### config.mk
export PLATFORM = sky130hd
export DESIGN_NAME = alu_regfile_flat
export DESIGN_NICKNAME = d
export VERILOG_FILES = /design/src/rtl/alu_regfile_if.sv /design/src/rtl/alu_regfile.sv /design/src/flat_wrapper.sv
export SDC_FILE = /design/constraint.sdc
export NUM_CORES = 1
export LEC_CHECK = 0
export BUFFER_PORTS_ARGS = -buffer_cell sky130_fd_sc_hd__clkbuf_2
export CAP_MARGIN = 20
export CORE_MARGIN = 8
export CORE_UTILIZATION = 45
export CTS_CLUSTER_SIZE = 25
export DETAILED_ROUTE_END_ITERATION = 10
export RECOVER_POWER = 100
export SYNTH_ARGS = -nofsm -noshare
export SYNTH_HDL_FRONTEND = slang
export SYNTH_SLANG_ARGS = --single-unit
### constraint.sdc
create_clock -name i_clk -period 5 [get_ports i_clk]
set_input_delay 1.5 -clock i_clk [delete_from_list [all_inputs] [get_ports i_clk]]
set_output_delay 1.5 -clock i_clk [all_outputs]
set_load 0.1 [all_outputs]
### src/rtl/alu_regfile_if.sv
// Writeback bus between the ALU and the register file.
// The ALU side is the master; the register file is the slave.
interface alu_regfile_if #(
    parameter int DATA_W = 32,
    parameter int ADDR_W = 5
) ();
    logic              i_wb_valid;
    logic              o_wb_ready;
    logic [ADDR_W-1:0] i_wa;
    logic [DATA_W-1:0] i_wd;
    logic              i_zf;

    modport master (
        output i_wb_valid,
        output i_wa,
        output i_wd,
        output i_zf,
        input  o_wb_ready
    );

    modport slave (
        input  i_wb_valid,
        input  i_wa,
        input  i_wd,
        input  i_zf,
        output o_wb_ready
    );
endinterface

### src/rtl/alu_regfile.sv
// ALU register file with a one-entry registered writeback stage.
// Optional macro REGFILE_BYPASS_EN forwards the pending stage to reads.
module alu_regfile #(
    parameter int DATA_W = 32,
    parameter int ADDR_W = 5,
    parameter int NREG   = 32
) (
    input  logic              i_clk,
    input  logic              i_rst_n,
    input  logic [ADDR_W-1:0] i_ra,
    input  logic [ADDR_W-1:0] i_rb,
    output logic [DATA_W-1:0] o_r,
    output logic [DATA_W-1:0] o_s,
    alu_regfile_if.slave      wb,
    output logic              o_zf_q,
    output logic              o_init,
    output logic              o_hazard
);

    typedef enum logic {
        S_INIT,
        S_RUN
    } state_t;

    state_t            state;
    state_t            state_nxt;
    logic [ADDR_W-1:0] cnt;
    logic [ADDR_W-1:0] cnt_nxt;

    logic              stg_vld;
    logic [ADDR_W-1:0] stg_addr;
    logic [DATA_W-1:0] stg_data;

    logic [DATA_W-1:0] mem [NREG];
    logic              mem_we;
    logic [ADDR_W-1:0] mem_wa;
    logic [DATA_W-1:0] mem_wd;

    logic              accept;
    logic              hit_r;
    logic              hit_s;

    assign accept = wb.i_wb_valid && wb.o_wb_ready;

    always_ff @(posedge i_clk or negedge i_rst_n) begin
        if (!i_rst_n) begin
            state <= S_INIT;
            cnt   <= '0;
        end else begin
            state <= state_nxt;
            cnt   <= cnt_nxt;
        end
    end

    always_comb begin
        state_nxt     = state;
        cnt_nxt       = cnt;
        o_init        = 1'b0;
        wb.o_wb_ready = 1'b0;
        unique case (state)
            S_INIT: begin
                o_init  = 1'b1;
                cnt_nxt = cnt + 1'b1;
                if (cnt == ADDR_W'(NREG - 1)) begin
                    state_nxt = S_RUN;
                end
            end
            S_RUN: begin
                wb.o_wb_ready = 1'b1;
            end
            default: state_nxt = S_INIT;
        endcase
    end

    always_ff @(posedge i_clk or negedge i_rst_n) begin
        if (!i_rst_n) begin
            stg_vld  <= 1'b0;
            stg_addr <= '0;
            stg_data <= '0;
            o_zf_q   <= 1'b0;
        end else begin
            stg_vld <= accept;
            if (accept) begin
                stg_addr <= wb.i_wa;
                stg_data <= wb.i_wd;
                o_zf_q   <= wb.i_zf;
            end
        end
    end

    // INIT clears one entry per cycle; RUN commits the stage unless it targets r0
    always_comb begin
        mem_we = 1'b0;
        mem_wa = stg_addr;
        mem_wd = stg_data;
        if (state == S_INIT) begin
            mem_we = 1'b1;
            mem_wa = cnt;
            mem_wd = '0;
        end else if (stg_vld && (stg_addr != '0)) begin
            mem_we = 1'b1;
        end
    end

    always_ff @(posedge i_clk) begin
        if (mem_we) begin
            mem[mem_wa] <= mem_wd;
        end
    end

    assign hit_r    = stg_vld && (i_ra != '0) && (i_ra == stg_addr);
    assign hit_s    = stg_vld && (i_rb != '0) && (i_rb == stg_addr);
    assign o_hazard = hit_r || hit_s;

    always_comb begin
        o_r = '0;
        o_s = '0;
        if (state == S_RUN) begin
            if (i_ra != '0) o_r = mem[i_ra];
            if (i_rb != '0) o_s = mem[i_rb];
`ifdef REGFILE_BYPASS_EN
            if (hit_r) o_r = stg_data;
            if (hit_s) o_s = stg_data;
`endif
        end
    end

endmodule

### src/flat_wrapper.sv
// flat-port wrapper written by rule: the top's interface ports become plain ports
module alu_regfile_flat 
#(
    parameter int DATA_W = 32,
    parameter int ADDR_W = 5,
    parameter int NREG   = 32
)
  (i_clk, i_rst_n, i_ra, i_rb, o_r, o_s, o_zf_q, o_init, o_hazard, wb_i_wb_valid, wb_i_wa, wb_i_wd, wb_i_zf, wb_o_wb_ready);
  alu_regfile_if #(.DATA_W(DATA_W), .ADDR_W(ADDR_W)) wb_i ();
  input  logic i_clk;
  input  logic i_rst_n;
  input  logic [ADDR_W-1:0] i_ra;
  input  logic [ADDR_W-1:0] i_rb;
  output logic [DATA_W-1:0] o_r;
  output logic [DATA_W-1:0] o_s;
  output logic o_zf_q;
  output logic o_init;
  output logic o_hazard;
  input wire logic [$bits(wb_i.i_wb_valid)-1:0] wb_i_wb_valid;
  input wire logic [$bits(wb_i.i_wa)-1:0] wb_i_wa;
  input wire logic [$bits(wb_i.i_wd)-1:0] wb_i_wd;
  input wire logic [$bits(wb_i.i_zf)-1:0] wb_i_zf;
  output wire logic [$bits(wb_i.o_wb_ready)-1:0] wb_o_wb_ready;
  assign wb_i.i_wb_valid = wb_i_wb_valid;
  assign wb_i.i_wa = wb_i_wa;
  assign wb_i.i_wd = wb_i_wd;
  assign wb_i.i_zf = wb_i_zf;
  assign wb_o_wb_ready = wb_i.o_wb_ready;
  alu_regfile #(.DATA_W(DATA_W), .ADDR_W(ADDR_W), .NREG(NREG)) u_core (.i_clk(i_clk), .i_rst_n(i_rst_n), .i_ra(i_ra), .i_rb(i_rb), .o_r(o_r), .o_s(o_s), .wb(wb_i), .o_zf_q(o_zf_q), .o_init(o_init), .o_hazard(o_hazard));
endmodule
==> results.json <==
{
  "outcome": "finished with violations",
  "violations": "capacitance limit, slew limit, setup timing",
  "cts_tree": "built",
  "end_kind": "flip-flop",
  "synth_cells": 2420,
  "yosysUniqueCellTypes": 41,
  "synthesis.nets": 2473,
  "htree_levels": 3,
  "grt.total_usage": 0.269,
  "num_rows": 121,
  "syn_avg_cell_area_um2": 20.5,
  "synth_ff_type": "edfxtp_1",
  "final_cells": 4356,
  "drt_wl_total_um": 168000,
  "grt_pass1_vias": 30700,
  "slew-limit-headroom": -1.26,
  "criticalPathCategory": "flip-flop to flip-flop",
  "finalSetupViolCount": 34,
  "dpl_cell_area_um2": 56600,
  "rsz0062_at_grt": "yes",
  "worst_pin_slew_ps": 3380,
  "yosysWarnings": 0,
  "nets": 2894,
  "routedWlPerCell_um": 38.5,
  "start_util": 0.454,
  "top_level_ports": 119,
  "synthToLayoutAreaGrowth_pct": 22.7,
  "swShare": 0.253,
  "intPower_w": 0.0161,
  "fin_area_um2": 60800,
  "async_flop_share": 0.0421,
  "vias_per_cell": 6.80,
  "fmax_ghz": 0.198,
  "start_kind": "flip-flop",
  "yosysTopAreaCell": "edfxtp_1",
  "slew_viol_final": 1340,
  "syn-cell-area_um2": 49500,
  "dieArea_um2": 121000,
  "cts_sinks": 1069,
  "synthMuxAreaShare": 0.284,
  "fin_crit_sh": 1.01,
  "synth_compound_area_frac": 0.0324,
  "io_buffers": 118,
  "cp.arrival_ps": 5390,
  "firstDrtPassIters": 5,
  "hold_slack_ps": 502,
  "numCtsBuffers": 110,
  "antenna_found_initial": 7,
  "power_frac_seq": 0.474,
  "core_area_um2": 109000,
  "synthAdderAreaFrac": 0.000505,
  "dp_cells": 4088,
  "synth_top_family_by_area": "multiplexers",
  "ctsLongestPathBuffers": 3,
  "setup_tns_ps": -1250,
  "ys_ff_latch": 1069,
  "clkPwrFrac": 0.379,
  "p_sw_w": 0.00545,
  "peakVddDrop_mv": 0.304,
  "fp.dieW_um": 348,
  "hold_viol": 0,
  "min_period_ps": 5060,
  "grt_pass1_wl_um": 231000,
  "synth.top_cells.by_count": "edfxtp_1 (1024), mux4_2 (512), mux2_2 (193)",
  "crit_fanout": 56,
  "synth_edf_count": 1024,
  "clk_pin_slew_ps": 60,
  "p_per_area_nw_per_um2": 355,
  "clock-root-buffer": "clkbuf_16",
  "hold_class": "flip-flop to flip-flop",
  "place_ws_ps": -270,
  "synth_area_leaders": "edfxtp_1 (62%), mux4_2 (23%), mux2_2 (4.4%)",
  "yosys.area_share.simple": 0.0164,
  "clk_latency_ps": 700,
  "netlist.area_leader.share": 0.621,
  "overflow": 0,
  "route.detailed.drc": 0,
  "skew_ps": 29.4,
  "drt_iter0_markers": 3628,
  "hold_buffers": 0,
  "postRouteAntennaNets": 0,
  "p_leak_nw": 19.9,
  "drive_gt1_frac": 0.500,
  "final.setup.worst_slack_ps": -58.2,
  "cp_data_required_time_ps": 5330,
  "place_congestion": 0.834,
  "yosysMostFrequentCell": "edfxtp_1",
  "synth_xor_area_frac": 0.00194,
  "route.vias.total": 29600,
  "yosysSeqAreaShare": 0.643,
  "drv_cap": 56,
  "grt_max_degree": 57,
  "pwr-share-comb": 0.146,
  "dp_hpwl_um": 103000,
  "die_h_um": 348
}
state kept, by name (all words and copies together) (netlist names):
register         flops
u_core.cnt           5
u_core.mem        1024
u_core.o_zf_q        1
u_core.state         1
u_core.stg_addr      5
u_core.stg_data     32
u_core.stg_vld       1
logic make-up (layout without fill, tap and decap cells):
kind of cell,Yosys count,in the layout
flops,1069,1069
mux,742,742
compound gates,215,215
buf+inv,204,722
simple gates,177,177
xor+xnor,11,11
fa+ha+maj,2,2
other cells,0,4
metrics by stage:
| step | power, W | utilization |
|---|---|---|
| 6_report | 0.0216 | 0.557 |
| 5_1_grt | 0.0221 | 0.557 |
| 4_1_cts | 0.0216 | 0.556 |
| 3_5_place_dp | 0.0135 | 0.520 |
| 3_3_place_gp | 0.0134 | 0.520 |
| 2_1_floorplan | 0.0122 | - |
repair_timing:
item,4_1_cts,5_1_grt
resized for setup,32,27
cloned,2,5
setup buffers,14,28
endpoints found under the setup margin,48,43
pin swaps,0,2
layout make-up:
type                    count  area [µm²]
diodes                      4        10.0
clock buffers             144        2990
clock inverters            65         576
fillers                  8164       48200
inverters                   5        18.8
multi-input cells        1147       17700
flip-flops and latches   1069       31900
well taps                1414        1770
repair buffers            508        5780
routing by layer:
metal  part of all wire  GRT usage
met1               0.38      0.361
met2               0.47      0.428
met3               0.11     0.0691
met4              0.042     0.0959
met5            0.00017          0
worst paths after layout:
check	startpoint	endpoint	slack (ps)	cells past startpoint
worst min register to register	u_core.stg_data[0]	u_core.stg_data[0]	500	1
worst max register to register	u_core.state	u_core.mem[22][8]	-60	5
min in group asynchronous	i_rst_n	u_core.stg_data[5]	1640	2
worst max-delay path	u_core.state	u_core.mem[22][8]	-60	5
max in group asynchronous	i_rst_n	u_core.state	1750	2
worst min-delay path	u_core.stg_data[0]	u_core.stg_data[0]	500	1
critical path, cell delays in order (launching register included):
cell	delay, ps
dfrtp_2	350
buf_4	710
a32o_1	330
nand2_1	120
nor2_1	2480
clkbuf_2	670
power groups by stage:
stage | clock network (W) | logic [W] | registers, W
3_3_place_gp | 0 | 0.00304 | 0.0104
2_1_floorplan | 0 | 0.00185 | 0.0103
3_5_place_dp | 0 | 0.00308 | 0.0104
5_1_grt | 0.00857 | 0.00327 | 0.0102
6_report | 0.00819 | 0.00315 | 0.0102
4_1_cts | 0.00827 | 0.00312 | 0.0102
cells in the final DEF, fill, tap and decap left out, types with 5 or more instances in the layout:
master        n
a221oi_1     22
o21ai_0       5
bufinv_16    10
o221ai_2     14
inv_1         5
edfxtp_1   1024
nand2_1      41
mux4_2      512
buf_4       246
nor2_1       65
clkbuf_16   119
mux2_2      193
and2_0       32
a221oi_2     15
clkbuf_1     50
o221ai_1     50
xnor2_1      11
buf_16       13
a21oi_4      37
clkinv_2     23
buf_12      140
clkbuf_8      5
buf_6         9
inv_6         5
dfrtp_1      44
a22oi_1      27
nor2_4       12
mux2i_1      36
clkbuf_2     61
clkinv_1     23
a31oi_4      27
Power figures use the tool's default switching activity.
